===== config.mk =====
export PLATFORM = sky130hd
export DESIGN_NAME = instr_fetch_ctrl_flat
export DESIGN_NICKNAME = d
export VERILOG_FILES = /design/src/rtl/instr_fetch_ctrl_if.sv /design/src/rtl/instr_fetch_ctrl.sv /design/src/flat_wrapper.sv
export SDC_FILE = /design/constraint.sdc
export NUM_CORES = 1
export LEC_CHECK = 0
export ABC_AREA = 1
export BUFFER_PORTS_ARGS = -buffer_cell sky130_fd_sc_hd__buf_2
export CORE_AREA = 4 4 97 121
export CTS_CLUSTER_SIZE = 12
export DETAILED_ROUTE_END_ITERATION = 8
export DIE_AREA = 0 0 101 125
export PLACE_DENSITY = 0.67
export SYNTH_ARGS = -nofsm -noshare
export SYNTH_HDL_FRONTEND = slang
export SYNTH_SLANG_ARGS = --single-unit

===== constraint.sdc =====
create_clock -name clk -period 4.7 [get_ports clk]
set_input_delay 0.47 -clock clk [delete_from_list [all_inputs] [get_ports clk]]
set_output_delay 0.47 -clock clk [all_outputs]
set_load 0.01 [all_outputs]

===== src/rtl/instr_fetch_ctrl_if.sv =====
// Fetch-side bus bundle: instruction memory read port plus the decode handshake.
// master = fetch controller, slave = memory/decode side.
interface instr_fetch_ctrl_if #(
  parameter int INS_ADDRESS = 9,
  parameter int INS_W       = 32
);
  logic [INS_ADDRESS-1:0] imem_ra;
  logic [INS_W-1:0]       imem_rd;
  logic                   instr_valid;
  logic                   instr_ready;
  logic [INS_W-1:0]       instr;
  logic [INS_ADDRESS-1:0] instr_pc;

  modport master (
    output imem_ra,
    input  imem_rd,
    output instr_valid,
    input  instr_ready,
    output instr,
    output instr_pc
  );

  modport slave (
    input  imem_ra,
    output imem_rd,
    input  instr_valid,
    output instr_ready,
    input  instr,
    input  instr_pc
  );
endinterface


===== src/rtl/instr_fetch_ctrl.sv =====
// Instruction fetch sequencer: owns the PC, reads a combinational instruction
// memory, buffers {pc, word} pairs in a small FIFO and hands them to decode.
//
// state  | meaning
// RUN    | fetching whenever the buffer has room (or is being popped)
// HALTED | halt seen; no fetch this cycle or the cycle halt drops
// STALL  | buffer full and decode not accepting
module instr_fetch_ctrl #(
  parameter int          INS_ADDRESS = 9,
  parameter int          INS_W       = 32,
  parameter int          FIFO_DEPTH  = 2,
  parameter int unsigned RESET_PC    = 0
) (
  input  logic                   clk,
  input  logic                   reset,
  instr_fetch_ctrl_if.master     bus,
  input  logic                   halt,
  input  logic                   redirect_valid,
  input  logic [INS_ADDRESS-1:0] redirect_pc,
  output logic                   misalign_err,
  output logic [15:0]            fetch_count
);

  localparam int PTR_W = $clog2(FIFO_DEPTH);
  localparam int CNT_W = PTR_W + 1;
  localparam logic [INS_ADDRESS-1:0] RESET_PC_V = RESET_PC[INS_ADDRESS-1:0];

  typedef enum logic [1:0] {
    RUN    = 2'd0,
    HALTED = 2'd1,
    STALL  = 2'd2
  } state_t;

  state_t                 state;
  logic [INS_ADDRESS-1:0] pc;
  logic [INS_W-1:0]       fifo_data [FIFO_DEPTH];
  logic [INS_ADDRESS-1:0] fifo_pc   [FIFO_DEPTH];
  logic [PTR_W-1:0]       wr_ptr;
  logic [PTR_W-1:0]       rd_ptr;
  logic [CNT_W-1:0]       count;

  logic empty;
  logic full;
  logic pop;
  logic push;

  assign empty = (count == '0);
  assign full  = (count == CNT_W'(FIFO_DEPTH));

  assign bus.imem_ra     = pc;
  assign bus.instr_valid = ~empty;
  assign bus.instr       = empty ? '0 : fifo_data[rd_ptr];
  assign bus.instr_pc    = empty ? '0 : fifo_pc[rd_ptr];

  // A redirect cancels both sides of the buffer for the cycle; pop is
  // masked below so a coincident accept is discarded along with the flush.
  assign pop  = ~empty & bus.instr_ready;
  assign push = (state != HALTED) & ~halt & ~redirect_valid & (~full | pop);

  // Sequencer state, PC, buffer pointers and status counters.
  always_ff @(posedge clk) begin
    if (reset) begin
      state        <= RUN;
      pc           <= RESET_PC_V;
      wr_ptr       <= '0;
      rd_ptr       <= '0;
      count        <= '0;
      misalign_err <= 1'b0;
      fetch_count  <= '0;
    end else begin
      if (halt)
        state <= HALTED;
      else if (state == HALTED || redirect_valid)
        state <= RUN;
      else if (full && !pop)
        state <= STALL;
      else
        state <= RUN;

      if (redirect_valid) begin
        pc     <= {redirect_pc[INS_ADDRESS-1:2], 2'b00};
        wr_ptr <= '0;
        rd_ptr <= '0;
        count  <= '0;
        if (redirect_pc[1:0] != 2'b00)
          misalign_err <= 1'b1;
      end else begin
        if (push) begin
          fifo_data[wr_ptr] <= bus.imem_rd;
          fifo_pc[wr_ptr]   <= pc;
          wr_ptr            <= wr_ptr + PTR_W'(1);
          pc                <= pc + INS_ADDRESS'(4);
          if (fetch_count != 16'hFFFF)
            fetch_count <= fetch_count + 16'd1;
        end
        if (pop)
          rd_ptr <= rd_ptr + PTR_W'(1);
        unique case ({push, pop})
          2'b10:   count <= count + CNT_W'(1);
          2'b01:   count <= count - CNT_W'(1);
          default: count <= count;
        endcase
      end
    end
  end

endmodule


===== src/flat_wrapper.sv =====
// flat-port wrapper written by rule: the top's interface ports become plain ports
module instr_fetch_ctrl_flat 
#(
  parameter int          INS_ADDRESS = 9,
  parameter int          INS_W       = 32,
  parameter int          FIFO_DEPTH  = 2,
  parameter int unsigned RESET_PC    = 0
)
  (clk, reset, halt, redirect_valid, redirect_pc, misalign_err, fetch_count, bus_imem_ra, bus_imem_rd, bus_instr_valid, bus_instr_ready, bus_instr, bus_instr_pc);
  instr_fetch_ctrl_if #(.INS_ADDRESS(INS_ADDRESS), .INS_W(INS_W)) bus_i ();
  input  logic clk;
  input  logic reset;
  input  logic halt;
  input  logic redirect_valid;
  input  logic [INS_ADDRESS-1:0] redirect_pc;
  output logic misalign_err;
  output logic [15:0] fetch_count;
  output wire logic [$bits(bus_i.imem_ra)-1:0] bus_imem_ra;
  input wire logic [$bits(bus_i.imem_rd)-1:0] bus_imem_rd;
  output wire logic [$bits(bus_i.instr_valid)-1:0] bus_instr_valid;
  input wire logic [$bits(bus_i.instr_ready)-1:0] bus_instr_ready;
  output wire logic [$bits(bus_i.instr)-1:0] bus_instr;
  output wire logic [$bits(bus_i.instr_pc)-1:0] bus_instr_pc;
  assign bus_imem_ra = bus_i.imem_ra;
  assign bus_i.imem_rd = bus_imem_rd;
  assign bus_instr_valid = bus_i.instr_valid;
  assign bus_i.instr_ready = bus_instr_ready;
  assign bus_instr = bus_i.instr;
  assign bus_instr_pc = bus_i.instr_pc;
  instr_fetch_ctrl #(.INS_ADDRESS(INS_ADDRESS), .INS_W(INS_W), .FIFO_DEPTH(FIFO_DEPTH), .RESET_PC(RESET_PC)) u_core (.clk(clk), .reset(reset), .bus(bus_i), .halt(halt), .redirect_valid(redirect_valid), .redirect_pc(redirect_pc), .misalign_err(misalign_err), .fetch_count(fetch_count));
endmodule

==> run_results.csv <==
group,metric,value,unit
worst_hold_path,worst_hold_path_type,"in -> reg",
floorplan,placementRows,42,
timing,report.final.hold_viol_count,0,
layout,layout.cell_area.non_filler,0.005613,sq mm
layout,antenna_cells,0,
clock_network,post_cts_hold_buffer_count,0,
worst_setup_path,ordered_list_of_cells_on_the_worst_path,"buf_4 -> inv_1 -> nand2_1 -> a21oi_1 -> buf_2",
grt,grt_pass1_vias,3390,
synthesis,synthesis.yosys.warnings,0,
worst_setup_path,crit_family,"buffers and inverters",
synthesis,synth_top_area_frac,0.5012,
floorplan,die_area,0.01263,sq mm
synthesis,synth_cells,478,
floorplan,top_level_ports,114,
timing,max-slew-margin-rel,0.2219,
detailed_routing,detailroute.via_count,3554,
timing,tightest_slew,1.166,ns
worst_setup_path,worst_path_max_delay_cell,"sky130_fd_sc_hd__inv_1",
place,place.port_buffers,109,
synthesis,netlist_area,0.004673,sq mm
grt,grt_start_max_net_pins,42,
synthesis,synth_most_common_cell,"sky130_fd_sc_hd__nand2_1",
clock_network,clkLatencyLatePin,0.34,ns
synthesis,async_reset_ff_frac,0,
layout,design.final.nets,631,
clock_network,cts_repair_resize_count,0,
worst_setup_path,worstPathRequired,4.23,ns
run_status,run_status,"finished clean",
synthesis,synth.largest_area_cell,"sky130_fd_sc_hd__edfxtp_1",
synthesis,synth.top_cells.by_count,"sky130_fd_sc_hd__nand2_1, sky130_fd_sc_hd__edfxtp_1, sky130_fd_sc_hd__a21oi_1",
synthesis,avgSynthCellArea,9.777,sq um
synthesis,synth.ff_latch_count,109,
power,ir_drop,0.0001637,V
power,power.density_cell_area,343.1,mW/mm^2
place,placed_cell_area,0.005315,sq mm
detailed_routing,dr.first_iter.drc_count,104,
grt,grt_use_met1,0.2024,
clock_network,tritoncts,"built",
floorplan,die-width,101,um
timing,setup_total_negative_slack,0,ns
layout,syn2layout_area_growth,20.11,%
worst_setup_path,maximum_fanout_count_along_the_critical_path,40,
timing,rsz_0062_raised_after_global_routing,"false",
worst_setup_path,cp_bufs_invs,3,
layout,drive_gt1_frac,0.2624,
timing,final-setup-viol-count,0,
grt,grt_pass1_wl,15.84,mm
grt,total_gr_overflow,0,
worst_setup_path,timing.critical_path.from_type,"register",
place,gp_routability_congestion,0.8457,
floorplan,initial_core_util,0.4424,
clock_network,clock_tree.buffer_depth,2,
detailed_routing,drt-vias-per-instance,4.943,
timing,achievable-frequency,360.1,MHz
place,dp_hpwl,6.841,mm
layout,sequential_cell_area,0.002963,sq mm
detailed_routing,drt-wirelength-per-cell,13.95,um
synthesis,synth_enable_flop_cells,78,
synthesis,synthDistinctLibCells,33,
worst_setup_path,critPathCaptureType,"primary output",
synthesis,yosys_most_used_dff,"sky130_fd_sc_hd__edfxtp_1",
layout,fill_cells,940,
layout,area_of_the_multi_input_gates,0.001518,sq mm
synthesis,synth.area.top_cells,"sky130_fd_sc_hd__edfxtp_1, sky130_fd_sc_hd__dfxtp_1, sky130_fd_sc_hd__nand2_1",
timing,finalClockSkew,0.009952,ns
worst_setup_path,critical_path.max_stage_delay,0.89,ns
grt,grt_usage,0.1578,
grt,use_met2,0.2617,
clock_network,cts_max_level,3,
power,power.leakage,2.310,nW
clock_network,numCtsBuffers,9,
floorplan,fp.dieH,125,um
floorplan,core_area,0.01056,sq mm
grt,grt.busiest_layer,"met2",
worst_setup_path,criticalPathCategory,"reg -> out",
grt,grt_util_met3,0.03844,
grt,antenna_violations_before_repair,0,
timing,drv_slew,0,
synthesis,ys_seq_area_frac,0.6340,
clock_network,post-cts-setup-buffers,0,
timing,share_of_the_clock_period_used_by_the_worst_path_after_layout,0.5908,
detailed_routing,remaining_drc_errors,0,
flow_run,timing.max_cap.violations,0,
clock_network,clock_sinks,109,
detailed_routing,drtAntennaViolNets,0,
detailed_routing,first_pass_iters,4,
clock_network,cts.reportedPaths.clkPinSlew,0.07,ns
timing,period_needed,2.777,ns
worst_setup_path,worst-endpoint-arrival,2.31,ns
clock_network,clock-root-buffer,"sky130_fd_sc_hd__clkbuf_16",
detailed_routing,totalWireLength,10.03,mm
## stage by stage
stage / power [mW] / util / hold WS (ns) / setup WS, ns / instances
final: 1.926 / 0.5314 / 0.3165 / 1.923 / 719
after global routing: 2.000 / 0.5314 / 0.2961 / 1.640 / 719
after CTS: 1.945 / 0.5314 / 0.3026 / 1.863 / 719
after detailed placement: 1.200 / 0.5032 / 0.4498 / 2.093 / 703
after global placement: 1.196 / 0.5032 / 0.4399 / 2.145 / 703
after floorplan: 1.148 / - / 0.4411 / 0.6587 / 481
## logic make-up (layout without fill, tap and decap cells)
logic type,Yosys count,after routing,share of synthesized area
AO/OA/AOI/OAI,68,68,0.08086
XOR/XNOR,7,7,0.01312
adder cells (fa/ha/maj),3,3,0.008033
buffers and inverters,50,156,0.04793
flip-flops,109,109,0.6340
other,1,4,0.0008024
AND/OR/NAND/NOR,240,240,0.2153
## sequential cells by signal, summed over array words and instances (netlist names), named ones only
| name | cells |
|---|---|
| u_core.count | 2 |
| u_core.fifo_data | 64 |
| u_core.bus.imem_ra | 7 |
| u_core.rd_ptr | 1 |
| u_core.fifo_pc | 14 |
| u_core.fetch_count | 16 |
| u_core.state | 2 |
| u_core.wr_ptr | 1 |
| u_core.misalign_err | 1 |
## per-layer routing
metal,wire [um],share of wire
met5,0,0
met4,174,0.017
met3,663,0.066
met2,4905,0.49
met1,4285,0.43
## worst register-to-register path: stages, from the launching register on
cell	delay (ns)
sky130_fd_sc_hd__dfxtp_1	0.44
sky130_fd_sc_hd__inv_2	0.06
sky130_fd_sc_hd__nand3_1	0.15
sky130_fd_sc_hd__inv_2	0.07
sky130_fd_sc_hd__nor2_4	0.23
sky130_fd_sc_hd__nand2_1	0.15
sky130_fd_sc_hd__nor2_4	0.84
## cells in the final DEF (no fill, tap or decap), types with 3 or more instances in the layout
master | netlist | final
sky130_fd_sc_hd__o21ai_0 | 3 | 3
sky130_fd_sc_hd__nor2_4 | 3 | 5
sky130_fd_sc_hd__edfxtp_1 | 78 | 78
sky130_fd_sc_hd__xor2_1 | 5 | 5
sky130_fd_sc_hd__clkbuf_16 | 0 | 9
sky130_fd_sc_hd__nand2_2 | 7 | 7
sky130_fd_sc_hd__inv_1 | 25 | 25
sky130_fd_sc_hd__conb_1 | 1 | 4
sky130_fd_sc_hd__inv_2 | 3 | 3
sky130_fd_sc_hd__a21oi_2 | 8 | 8
sky130_fd_sc_hd__ha_1 | 3 | 3
sky130_fd_sc_hd__nand2_1 | 159 | 159
sky130_fd_sc_hd__buf_2 | 4 | 109
sky130_fd_sc_hd__dfxtp_1 | 31 | 31
sky130_fd_sc_hd__a21oi_1 | 53 | 53
sky130_fd_sc_hd__nand3_1 | 20 | 20
sky130_fd_sc_hd__nor2_2 | 3 | 3
sky130_fd_sc_hd__nor2_1 | 37 | 35
## where the power goes
| group | total [mW] | switching, mW | internal [mW] |
|---|---|---|---|
| clock network | 0.748 | 0.331 | 0.417 |
| registers | 1.06 | 0.0139 | 1.05 |
| logic | 0.116 | 0.0737 | 0.0421 |
| total | 1.93 | 0.418 | 1.51 |
## final timing paths
check,start,to,slack [ns],depth (start not counted)
setup / recovery,register,bus_instr_pc[2],1.92,5
hold / removal,bus_imem_rd[15],u_core.fifo_data[0][15],0.32,1
setup reg to reg,u_core.count[0],u_core.fifo_data[0][8],2.37,6
hold reg to reg,u_core.misalign_err,u_core.misalign_err,0.46,2
## layout make-up
cell class | count | share of cell area
clock buffer | 10 | 0.04079
clock inverter | 6 | 0.01226
inverter | 29 | 0.01939
multi-input combinational | 322 | 0.2704
sequential | 109 | 0.5279
tap | 132 | 0.02942
timing repair buffer | 111 | 0.09987
(Power assumes the default switching activity.)
